===== src/rtl/imem_lockstep_arbiter.sv =====
// imem_lockstep_arbiter: lets core 0 and core 1 fetch ports share one
// single-port instruction memory that has a one-cycle read latency.
//   Lockstep mode: both cores must fetch the same address in the same cycle.
//     One read serves both cores; any divergence or timeout sets a sticky error.
//   Split mode: requests are granted one per cycle in round-robin order.
// Ports:
//   clock, reset_n         clock, asynchronous active-low reset
//   lockstep_en            1 = lockstep mode, 0 = split mode
//   err_clr                pulse that clears lockstep_err and returns to RUN
//   cN_req / cN_addr       fetch request and address of core N (held until grant)
//   cN_gnt                 combinational request accept
//   cN_rvalid / cN_rdata   instruction response, one cycle after the grant
//   mem_addr / mem_rdata   instruction memory address out, instruction in
//   lockstep_err           sticky divergence/timeout flag
module imem_lockstep_arbiter #(
   parameter int unsigned ADDR_W  = 8,
   parameter int unsigned DATA_W  = 32,
   parameter int unsigned TIMEOUT = 15
) (
   input  logic              clock,
   input  logic              reset_n,
   input  logic              lockstep_en,
   input  logic              err_clr,
   input  logic              c0_req,
   input  logic [ADDR_W-1:0] c0_addr,
   output logic              c0_gnt,
   output logic              c0_rvalid,
   output logic [DATA_W-1:0] c0_rdata,
   input  logic              c1_req,
   input  logic [ADDR_W-1:0] c1_addr,
   output logic              c1_gnt,
   output logic              c1_rvalid,
   output logic [DATA_W-1:0] c1_rdata,
   output logic [ADDR_W-1:0] mem_addr,
   input  logic [DATA_W-1:0] mem_rdata,
   output logic              lockstep_err
);

   localparam int unsigned CNT_W = 8;
   localparam logic [0:0]  ST_RUN = 1'b0;
   localparam logic [0:0]  ST_ERR = 1'b1;

   logic [0:0]        state_q, state_d;
   logic              rr_ptr_q, rr_ptr_d;
   logic [CNT_W-1:0]  wait_cnt_q, wait_cnt_d;
   logic [ADDR_W-1:0] last_addr_q, last_addr_d;
   logic              c0_rvalid_q, c1_rvalid_q;

   logic              gnt0, gnt1;
   logic              err_cond;
   logic              both_req, one_req, addr_eq;
   logic [CNT_W:0]    wait_inc;

   // Next-state, grant and memory address selection
   always_comb begin
      state_d     = state_q;
      rr_ptr_d    = rr_ptr_q;
      wait_cnt_d  = wait_cnt_q;
      gnt0        = 1'b0;
      gnt1        = 1'b0;
      err_cond    = 1'b0;
      both_req    = c0_req & c1_req;
      one_req     = c0_req ^ c1_req;
      addr_eq     = (c0_addr == c1_addr);
      // one bit wider so a saturated count cannot wrap in the compare
      wait_inc    = {1'b0, wait_cnt_q} + (CNT_W+1)'(1);

      if (lockstep_en) begin
         if (both_req && addr_eq) begin
            wait_cnt_d = '0;
            if (state_q == ST_RUN) begin
               gnt0 = 1'b1;
               gnt1 = 1'b1;
            end
         end else if (both_req) begin
            wait_cnt_d = '0;
            err_cond   = 1'b1;
         end else if (one_req) begin
            if (wait_cnt_q < CNT_W'(TIMEOUT)) begin
               wait_cnt_d = wait_inc[CNT_W-1:0];
            end
            if (wait_inc >= (CNT_W+1)'(TIMEOUT)) begin
               err_cond = 1'b1;
            end
         end else begin
            wait_cnt_d = '0;
         end
      end else begin
         // the wait counter only runs in lockstep, so a mode change always
         // starts lockstep with a fresh count
         wait_cnt_d = '0;
         if (state_q == ST_RUN) begin
            if (both_req) begin
               gnt0 = ~rr_ptr_q;
               gnt1 = rr_ptr_q;
            end else begin
               gnt0 = c0_req;
               gnt1 = c1_req;
            end
         end
         if (gnt0) begin
            rr_ptr_d = 1'b1;
         end else if (gnt1) begin
            rr_ptr_d = 1'b0;
         end
      end

      // no grant may escape while reset is held
      gnt0 = gnt0 & reset_n;
      gnt1 = gnt1 & reset_n;

      if (gnt0) begin
         mem_addr = c0_addr;
      end else if (gnt1) begin
         mem_addr = c1_addr;
      end else begin
         mem_addr = last_addr_q;
      end
      last_addr_d = mem_addr;

      case (state_q)
         ST_RUN: begin
            if (err_cond) begin
               state_d = ST_ERR;
            end
         end
         ST_ERR: begin
            // a fresh error in the clear cycle keeps the flag set
            if (!err_cond && err_clr) begin
               state_d = ST_RUN;
            end
         end
         default: state_d = ST_RUN;
      endcase
   end

   // State registers
   always_ff @(posedge clock or negedge reset_n) begin
      if (!reset_n) begin
         state_q     <= ST_RUN;
         rr_ptr_q    <= 1'b0;
         wait_cnt_q  <= '0;
         last_addr_q <= '0;
         c0_rvalid_q <= 1'b0;
         c1_rvalid_q <= 1'b0;
      end else begin
         state_q     <= state_d;
         rr_ptr_q    <= rr_ptr_d;
         wait_cnt_q  <= wait_cnt_d;
         last_addr_q <= last_addr_d;
         c0_rvalid_q <= gnt0;
         c1_rvalid_q <= gnt1;
      end
   end

   assign c0_gnt       = gnt0;
   assign c1_gnt       = gnt1;
   assign c0_rvalid    = c0_rvalid_q;
   assign c1_rvalid    = c1_rvalid_q;
   assign c0_rdata     = c0_rvalid_q ? mem_rdata : '0;
   assign c1_rdata     = c1_rvalid_q ? mem_rdata : '0;
   assign lockstep_err = (state_q == ST_ERR);

endmodule


===== config.mk =====
export PLATFORM = sky130hd
export DESIGN_NAME = imem_lockstep_arbiter
export DESIGN_NICKNAME = d
export VERILOG_FILES = /design/src/rtl/imem_lockstep_arbiter.sv
export SDC_FILE = /design/constraint.sdc
export NUM_CORES = 1
export LEC_CHECK = 0
export BUFFER_PORTS_ARGS = -buffer_cell sky130_fd_sc_hd__buf_2
export CAP_MARGIN = 10
export CORE_ASPECT_RATIO = 0.5
export CORE_MARGIN = 2
export CORE_UTILIZATION = 39
export CTS_CLUSTER_DIAMETER = 60
export DETAILED_ROUTE_END_ITERATION = 16
export PLACE_DENSITY = 0.8
export SKIP_LAST_GASP = 1
export SLEW_MARGIN = 10
export SYNTH_ARGS = -nofsm -noshare
export SYNTH_HDL_FRONTEND = slang
export SYNTH_SLANG_ARGS = --single-unit

===== constraint.sdc =====
create_clock -name clock -period 1.9 [get_ports clock]
set_input_delay 0 -clock clock [delete_from_list [all_inputs] [get_ports clock]]
set_output_delay 0 -clock clock [all_outputs]
set_load 0.05 [all_outputs]

==> out/results.tsv <==
stage	metric	value	unit
synthesis	ys_seq_elements	20	
sta	hold_viol_final	1	
power_and_ir_drop	p_leak	1.453	nW
setup_path	worstPathMaxFanout	8	
clock_network	cts_sinks	20	
hold_path	holdCritPathClass	in2reg	
sta	post-route-period-util	96.97	%
synthesis	synthArstFlopShare	100.0	%
sta	relSlewSlack	53.40	%
power_and_ir_drop	finalPower	1.717	mW
placement	place.gp.congestion	0.8006	
floorplan	design.core.area	3924	um2
floorplan	io_pins	131	
cells_and_area	syn_to_final_growth	57.45	%
global_route	grt_pass1_wl	7.914	mm
placement	pre_cts_slack	0.1580	ns
setup_path	cp_slowest_stage_delay	0.45	ns
detailed_routing	avgRoutedWirePerCell	13.46	um
sta	timing.hold.ws	-0.006551	ns
sta	period_needed	1.843	ns
sta	max_clock_freq	542.7	MHz
global_route	grt_start_max_net_pins	34	
setup_path	criticalPathCategory	reg2out	
detailed_routing	viasPerCell	4.934	
setup_path	worst_path_dominant_cell_family	compound AO/OA/AOI/OAI gates	
clock_network	cts.path.max_buffers	2	
cells_and_area	n_antenna_cell	0	
clock_network	clk_latency	0.26	ns
global_route	gr-usage-met1	22.52	%
sta	rsz0062_at_grt	yes	
floorplan	dieArea	4694	um2
placement	place_hpwl	3.949	mm
cells_and_area	fin_cells	379	
setup_path	cp-start-kind	flop	
synthesis	synth_warnings	0	
clock_network	clk_pin_slew_worst_paths	0.07	ns
detailed_routing	via_count	1870	
detailed_routing	route.detailed.drc	0	
run_status	status	finished, violations left	
synthesis	synth_edf_count	0	
synthesis	synth_nets	244	
clock_network	cts_setup_buffers	0	
setup_path	crit_buf_inv	2	
placement	place_inst	366	
power_and_ir_drop	ir_worst_vdd	0.3373	mV
floorplan	placementRows	16	
detailed_routing	drtIter0Drc	50	
detailed_routing	dr.pass1.iters	5	
setup_path	r2r_setup_slack	0.13	ns
cells_and_area	drive_gt1_share	48.00	%
global_route	met2_usage	41.61	%
global_route	gr-total-overflow	0	
detailed_routing	drt_wl_total	5.101	mm
detailed_routing	ant_nets	0	
synthesis	syn_area_per_cell	8.618	um2
sta	drv_slew	0	
run_status	failed_checks	hold timing	
clock_network	clockRootBuffer	clkbuf_8	
setup_path	worstSetupEndpointType	output pin	
job	maxCapViolCount	0	
clock_network	h-tree-depth	1	
cells_and_area	fin_nets	383	
cells_and_area	fillCellCount	327	
global_route	antenna_found_initial	0	
synthesis	ys_seq_area_share	31.06	%
placement	place_area	2342	um2
synthesis	synth_cell_types	35	
global_route	first_global_vias	1785	
floorplan	fp.dieH	49.46	um
setup_path	worst_path_max_delay_cell	dfrtp_2	
global_route	met3_usage	3.670	%
clock_network	cts_tree	done	
sta	finalWorstSetupSlack	0.05750	ns
setup_path	worstPathCellList	inv_2 -> and3_4 -> a41oi_4 -> a22o_1 -> a21o_2 -> buf_4	
floorplan	start_util	41.07	%
sta	finalSetupViolCount	0	
setup_path	cp.arrival	1.84	ns
synthesis	synthCells	187	
setup_path	crit_required	1.90	ns
placement	io_buffers	130	
sta	skew	0.001304	ns
power_and_ir_drop	power_density	676.5	nW/um2
clock_network	cts_inserted_buffers	3	
floorplan	die_x	94.91	um
cells_and_area	fin_area	2537	um2
global_route	grt.total_usage	21.04	%
sta	worstMarginPinSlew	0.6990	ns
global_route	grt.busiest_layer	met2	
synthesis	syn_area	1612	um2
synthesis	synth_flop_cell	dfrtp_1	
[Yosys cell counts (4+ instances only)]
library cell	number	area share, %
a21o_1	8	3.7
a21oi_1	4	1.2
a22o_1	8	4.3
and2_1	68	26
and3_1	5	1.9
clkbuf_1	8	1.9
dfrtp_1	20	31
nand2_1	5	1.2
nand3_1	6	1.9
nor2_1	7	1.6
xor2_1	9	4.9
[path summary, 6_finish.rpt]
path | startpoint | cells past startpoint | endpoint
setup reg to reg | wait_cnt_q[1] | 6 | lockstep_err
setup / recovery | lockstep_err | 6 | mem_addr[6]
max in group asynchronous | reset_n | 3 | lockstep_err
hold / removal | c0_addr[6] | 2 | last_addr_q[6]
min in group asynchronous | reset_n | 2 | c1_rvalid
hold reg to reg | wait_cnt_q[5] | 1 | wait_cnt_q[5]
[where the power goes]
| part | internal, mW | switching [mW] | total [mW] | leakage [nW] |
|---|---|---|---|---|
| Sequential | 0.476 | 0.0306 | 0.507 | 0.261 |
| Combinational | 0.264 | 0.523 | 0.787 | 1.16 |
| Clock | 0.281 | 0.142 | 0.423 | 0.0357 |
| Total | 1.02 | 0.696 | 1.72 | 1.45 |
[area by class of cell]
class | count | area (um2) | share of cell area (%)
Timing Repair Buffer | 143 | 790.8 | 31.16
Clock inverter | 1 | 30.03 | 1.183
Sequential cell | 20 | 501.7 | 19.77
Tap cell | 54 | 67.56 | 2.663
Clock buffer | 3 | 41.29 | 1.627
Multi-Input combinational cell | 155 | 1095 | 43.15
Inverter | 3 | 11.26 | 0.4438
[layout by cell type, fill, tap and decap left out, drive strengths merged, types with 5 or more instances in the layout]
cell | synthesis | final
clkbuf | 9 | 6
a22o | 8 | 8
and3 | 5 | 5
nor2 | 8 | 8
dlygate4sd3 | 0 | 9
xor2 | 9 | 9
nand2 | 5 | 5
dfrtp | 20 | 20
a21o | 8 | 8
buf | 0 | 131
and2 | 68 | 68
nand3 | 6 | 6
[cell families (layout without fill, tap and decap cells)]
family / count (synthesis) / count (layout) / synth area share [%]
adder cells (fa/ha/maj): 3 / 3 / 2.329
buffers and inverters: 12 / 150 / 2.872
flip-flops: 20 / 20 / 31.06
XOR/XNOR: 11 / 11 / 5.979
AO/OA/AOI/OAI: 36 / 36 / 17.70
AND/OR/NAND/NOR: 103 / 103 / 38.82
multiplexers: 2 / 2 / 1.242
[stage by stage]
stage	hold slack [ns]	utilization, %	setup TNS, ns
after detailed placement	-0.1409	59.69	0
after global routing	-0.0005521	64.67	-0.007813
after CTS	0.001751	63.87	0
after global placement	-0.1435	59.69	0
final	-0.006551	64.67	0
after floorplan	-0.2956	-	0
[state kept, by name (all words and copies together) (netlist names)]
signal and count:
last_addr_q 8, wait_cnt_q 8, rr_ptr_q 1, c1_rvalid 1, lockstep_err 1, c0_rvalid 1
[metal layers]
layer	vias up	share of wire [%]
met3	12	5.4
met2	65	53
met4	0	2.5
met5	-	0
met1	882	39
li1	911	-
[repair_timing]
| action | CTS | global route |
|---|---|---|
| resized for setup | 1 | 17 |
| endpoints found under the setup margin | 8 | 8 |
| hold endpoints to repair | 28 | 0 |
| pin swaps | 0 | 5 |
| hold buffers | 9 | 0 |
Note: power is estimated with default switching activity, not from simulation.
